`src/rtl/pc_ctrl_pkg.sv`:
```
// Shared types for the PC sequencing controller: state encoding, opcode classes,
// PC width and the branch-taken rule.
package pc_ctrl_pkg;
  localparam int PC_W      = 8;
  localparam int OP_CLS_W  = 2;

  typedef enum logic [2:0] {
    S_IDLE, S_FETCH, S_WAIT, S_EXEC, S_FLUSH, S_HALT, S_ERR
  } state_t;

  typedef enum logic [OP_CLS_W-1:0] {
    OP_ALU  = 2'b00,
    OP_BEQ  = 2'b01,
    OP_JMP  = 2'b10,
    OP_HALT = 2'b11
  } op_t;

  function automatic logic is_taken(input op_t op, input logic z);
    return (op == OP_JMP) || (op == OP_BEQ && z);
  endfunction
endpackage

```
`src/rtl/pc_seq_timer.sv`:
```
// Loadable up/down counter with a terminal-count flag; used for the fetch
// timeout (counting up) and for the post-branch flush bubbles (counting down).
module pc_seq_timer #(
  parameter int           W    = 8,
  parameter bit           UP   = 1'b1,
  parameter logic [W-1:0] TERM = '0
) (
  input  logic         clk,
  input  logic         reset,
  input  logic         load,
  input  logic [W-1:0] load_val,
  input  logic         en,
  output logic         term
);
  logic [W-1:0] count;

  always_ff @(posedge clk) begin
    if (reset)     count <= '0;
    else if (load) count <= load_val;
    else if (en)   count <= UP ? count + 1'b1 : count - 1'b1;
  end

  assign term = (count == TERM);
endmodule

```
`src/rtl/pc_seq_ctrl.sv`:
```
// Fetch/decode sequencer driving PC enable and PCSrc. Optional performance
// counters (instr_cnt, taken_cnt) are built when PC_SEQ_CTRL_PERF_EN is defined.
module pc_seq_ctrl
  import pc_ctrl_pkg::*;
#(
  parameter int OP_W    = 2,
  parameter int TIMEOUT = 15,
  parameter int BUBBLES = 2
) (
  input  logic            clk,
  input  logic            reset,
  input  logic            start,
  output logic            fetch_req,
  input  logic            instr_valid,
  input  logic [OP_W-1:0] opcode,
  input  logic            zero,
  output logic            pc_en,
  output logic            pc_src,
  output logic            busy,
  output logic            halted,
  output logic            err
`ifdef PC_SEQ_CTRL_PERF_EN
  ,
  output logic [15:0]     instr_cnt,
  output logic [15:0]     taken_cnt
`endif
);
  localparam bit HAS_BUB = (BUBBLES > 0);

  state_t state;
  op_t    op_q;
  logic   zero_q;
  logic   tmr_term, bub_term;
  op_t    op_in;

  assign op_in = op_t'(opcode);

  // Timer holds zero outside WAIT so every fetch starts a fresh timeout window.
  pc_seq_timer #(.W(PC_W), .UP(1'b1), .TERM(PC_W'(TIMEOUT - 1))) u_tmo (
    .clk(clk), .reset(reset),
    .load(state != S_WAIT || instr_valid), .load_val('0),
    .en(state == S_WAIT), .term(tmr_term)
  );

  pc_seq_timer #(.W(3), .UP(1'b0), .TERM(3'd1)) u_bub (
    .clk(clk), .reset(reset),
    .load(state == S_EXEC), .load_val(3'(BUBBLES)),
    .en(state == S_FLUSH), .term(bub_term)
  );

  always_ff @(posedge clk) begin
    if (reset) begin
      state     <= S_IDLE;
      fetch_req <= 1'b0;
      pc_en     <= 1'b0;
      pc_src    <= 1'b0;
      busy      <= 1'b0;
      halted    <= 1'b0;
      err       <= 1'b0;
      op_q      <= OP_ALU;
      zero_q    <= 1'b0;
    end else begin
      fetch_req <= 1'b0;
      pc_en     <= 1'b0;
      pc_src    <= 1'b0;
      unique case (state)
        S_IDLE: if (start) begin
          state     <= S_FETCH;
          fetch_req <= 1'b1;
          busy      <= 1'b1;
        end
        S_FETCH: state <= S_WAIT;
        S_WAIT: begin
          // A response on the terminal timeout cycle still counts.
          if (instr_valid) begin
            op_q   <= op_in;
            zero_q <= zero;
            if (op_in == OP_HALT) begin
              state  <= S_HALT;
              busy   <= 1'b0;
              halted <= 1'b1;
            end else begin
              state  <= S_EXEC;
              pc_en  <= 1'b1;
              pc_src <= is_taken(op_in, zero);
            end
          end else if (tmr_term) begin
            state <= S_ERR;
            busy  <= 1'b0;
            err   <= 1'b1;
          end
        end
        S_EXEC: begin
          if (HAS_BUB && is_taken(op_q, zero_q)) begin
            state <= S_FLUSH;
          end else begin
            state     <= S_FETCH;
            fetch_req <= 1'b1;
          end
        end
        S_FLUSH: if (bub_term) begin
          state     <= S_FETCH;
          fetch_req <= 1'b1;
        end
        default: ;
      endcase
    end
  end

`ifdef PC_SEQ_CTRL_PERF_EN
  always_ff @(posedge clk) begin
    if (reset) begin
      instr_cnt <= '0;
      taken_cnt <= '0;
    end else if (state == S_EXEC) begin
      if (instr_cnt != 16'hFFFF)           instr_cnt <= instr_cnt + 16'd1;
      if (pc_src && taken_cnt != 16'hFFFF) taken_cnt <= taken_cnt + 16'd1;
    end
  end
`endif
endmodule

```
`config.mk`:
```
export PLATFORM = sky130hd
export DESIGN_NAME = pc_seq_ctrl
export DESIGN_NICKNAME = d
export VERILOG_FILES = /design/src/rtl/pc_ctrl_pkg.sv /design/src/rtl/pc_seq_timer.sv /design/src/rtl/pc_seq_ctrl.sv
export SDC_FILE = /design/constraint.sdc
export NUM_CORES = 1
export LEC_CHECK = 0
export CELL_PAD_IN_SITES_DETAIL_PLACEMENT = 0
export CELL_PAD_IN_SITES_GLOBAL_PLACEMENT = 1
export CORE_UTILIZATION = 44
export DETAILED_ROUTE_END_ITERATION = 10
export GPL_TIMING_DRIVEN = 0
export PLACE_DENSITY = 0.82
export SLEW_MARGIN = 10
export SYNTH_ARGS = -nofsm -noshare
export SYNTH_HDL_FRONTEND = slang
export SYNTH_SLANG_ARGS = --single-unit
```
`constraint.sdc`:
```
create_clock -name clk -period 2 [get_ports clk]
set_input_delay 0.3 -clock clk [delete_from_list [all_inputs] [get_ports clk]]
set_output_delay 0.3 -clock clk [all_outputs]
set_load 0.005 [all_outputs]
```
==> qor.yml <==
clk_pin_slew_worst_paths_ns: 0.13
postCtsSetupBuffers: 0
hpwlAfterDp_um: 1683
core_um2: 2477
setup.worst_path.end_class: "primary output"
h-tree-depth: 1
synth_seq_cells: 23
finalNetCount: 157
synth_area_leaders: "dfxtp_1 40%, a21oi_1 6.9%, xor2_1 4.5%"
yosysSeqAreaShare: 0.3970
p_leak_uw: 0.0004817
fp.dieH_um: 53.34
layout-drive-gt1-share: 0.1034
start_util: 0.4682
slew_violations: 0
cpPeakStageDelay_ns: 0.50
setup_viol: 0
cp_data_required_time_ns: 1.70
powerDensity_nw_per_um2: 721.4
grt_pass1_vias: 910
post-place-cells: 171
critical_path.slowest_cell: "clkdlybuf4s50_1"
setup_tns_ns: 0
timing.rr.start: "state[2]"
cts_hold_buf: 0
period_share: 0.7398
cp_top_family: "buffers and inverters"
avgSynthCellArea_um2: 8.922
crit_buf_inv: 1
diodes: 0
finalClockSkew_ns: 0.007204
finalWirelength_um: 2280
via_count: 965
critPathLaunchType: "flop"
cts_tree: "yes"
die_w_um: 53.34
dp_slack_ns: 0.1779
via_per_inst: 5.514
final_cells: 175
path_cells: "clkdlybuf4s50_1"
clockRootBuffer: "clkbuf_4"
grt_first_pass_wirelength_um: 3933
synth_edf_count: 0
clkLatencyLatePin_ns: 0.32
io_buffers: 11
timing.final.crit_period_ns: 1.480
route.detailed.drc: 0
rsz0062_at_grt: "false"
cts_resized: 0
wl_per_cell_um: 13.03
hp-class: "input port to flop"
synth-main-ff-cell: "dfxtp_1"
fmax_mhz: 675.9
synthCells: 130
synth_common_cells: "23 x dfxtp_1, 16 x a21oi_1, 12 x nor2_1, 7 x nand2_1, 7 x nand3_1"
finalHoldViolCount: 0
clockBufferDepth: 2
crit_type: "flop to primary output"
syn_nets: 141
multi_input_area_um2: 628.1
crit_path_start: "busy"
yosys.cell_count.top_type: "dfxtp_1"
fillers: 235
crit_fanout: 2
ys_types: 41
antenna_found_initial: 0
drtAntennaViolNets: 0
irDropWorstVdd_v: 0.0004068
grt_overflow_total: 0
maxSlewHeadroom: 0.6691
syn_area_um2: 1160
power_uw: 963.1
gp_congestion: 0.8328
yosys_warnings: 0
synthArstFlopShare: 0
hold_start: "instr_valid"
netlist.area_leader.share: 0.3970
cts_sinks: 23
rows: 18
num_io_pins: 13
layout_setup_ws_ns: 0.5205
worst_pin_slew_ns: 0.4963
track_usage: 0.1916
cts_buffers: 3
dr.pass1.iters: 3
drtIter0Drc: 17
status: "finished, final reports clean"
maxCapViolations: 0
yosysTopAreaCell: "dfxtp_1"
syn_to_final_growth_pct: 15.10
worstPathArrival_ns: 1.18
register_area_um2: 460.4
grt_start_max_net_pins: 14
dieArea_um2: 2845
==> power by group <==
part	internal [uW]	switching, uW	total (uW)	leakage [uW]
registers	486	24.1	510	0.000187
clock network	74.9	144	219	0.0000177
logic	108	125	234	0.000277
total	670	294	963	0.000482
==> cells in the final DEF (no fill, tap or decap), drive strengths merged, types with 4 or more instances in the layout <==
cell / n
nor3: 4
dfxtp: 23
buf: 5
a21oi: 16
clkdlybuf4s50: 11
nand2: 7
ha: 4
nor2: 12
clkbuf: 6
xor2: 6
nand3: 7
inv: 6
==> worst paths after layout <==
check             slack (ns)     end  depth (start not counted)
hold / removal          0.33  zero_q                          3
setup / recovery        0.52    busy                          1
hold reg to reg         0.46  zero_q                          2
setup reg to reg        0.55    busy                          5
==> cell families after synthesis <==
group | Yosys count | synth area share
simple gates | 48 | 0.2416
compound gates | 33 | 0.1942
flops | 23 | 0.3970
buf+inv | 14 | 0.06148
xor+xnor | 6 | 0.04531
fa+ha+maj | 4 | 0.04315
mux | 2 | 0.01726
==> metrics by stage <==
stage / cell area, um^2 / util / hold slack [ns]
detailed placement: 1308 / 0.5278 / 0.4425
global route: 1335 / 0.5389 / 0.3285
global placement: 1308 / 0.5278 / 0.4373
CTS: 1335 / 0.5389 / 0.3162
floorplan: 1160 / - / 0.3768
finish: 1335 / 0.5389 / 0.3265
==> metal layers <==
| layer | global-route usage | vias up | routed length [um] |
|---|---|---|---|
| li1 | - | 495 | - |
| met1 | 0.2333 | 454 | 1085 |
| met2 | 0.3208 | 10 | 1094 |
| met3 | 0.02874 | 6 | 57 |
| met4 | 0.09649 | 0 | 42 |
| met5 | 0 | - | 0 |
==> sequential cells by signal, indices dropped and copies added (netlist names) <==
signal       flops
busy             1
err              1
fetch_req        1
halted           1
op_q             2
pc_en            1
pc_src           1
state            3
u_bub.count      3
u_tmo.count      8
zero_q           1
==> worst min-delay path, stage by stage <==
cell     delay, ns
buf_2         0.15
nand3_1       0.10
a21oi_1       0.06
==> cell type report <==
| class | instances | share of cell area |
|---|---|---|
| well taps | 30 | 0.02812 |
| flip-flops and latches | 23 | 0.3449 |
| plain buffers | 8 | 0.03655 |
| repair buffers | 11 | 0.08247 |
| multi-input cells | 93 | 0.4705 |
| clock inverters | 1 | 0.003749 |
| clock buffers | 3 | 0.01687 |
| inverters | 6 | 0.01687 |
(Power assumes the default switching activity.)
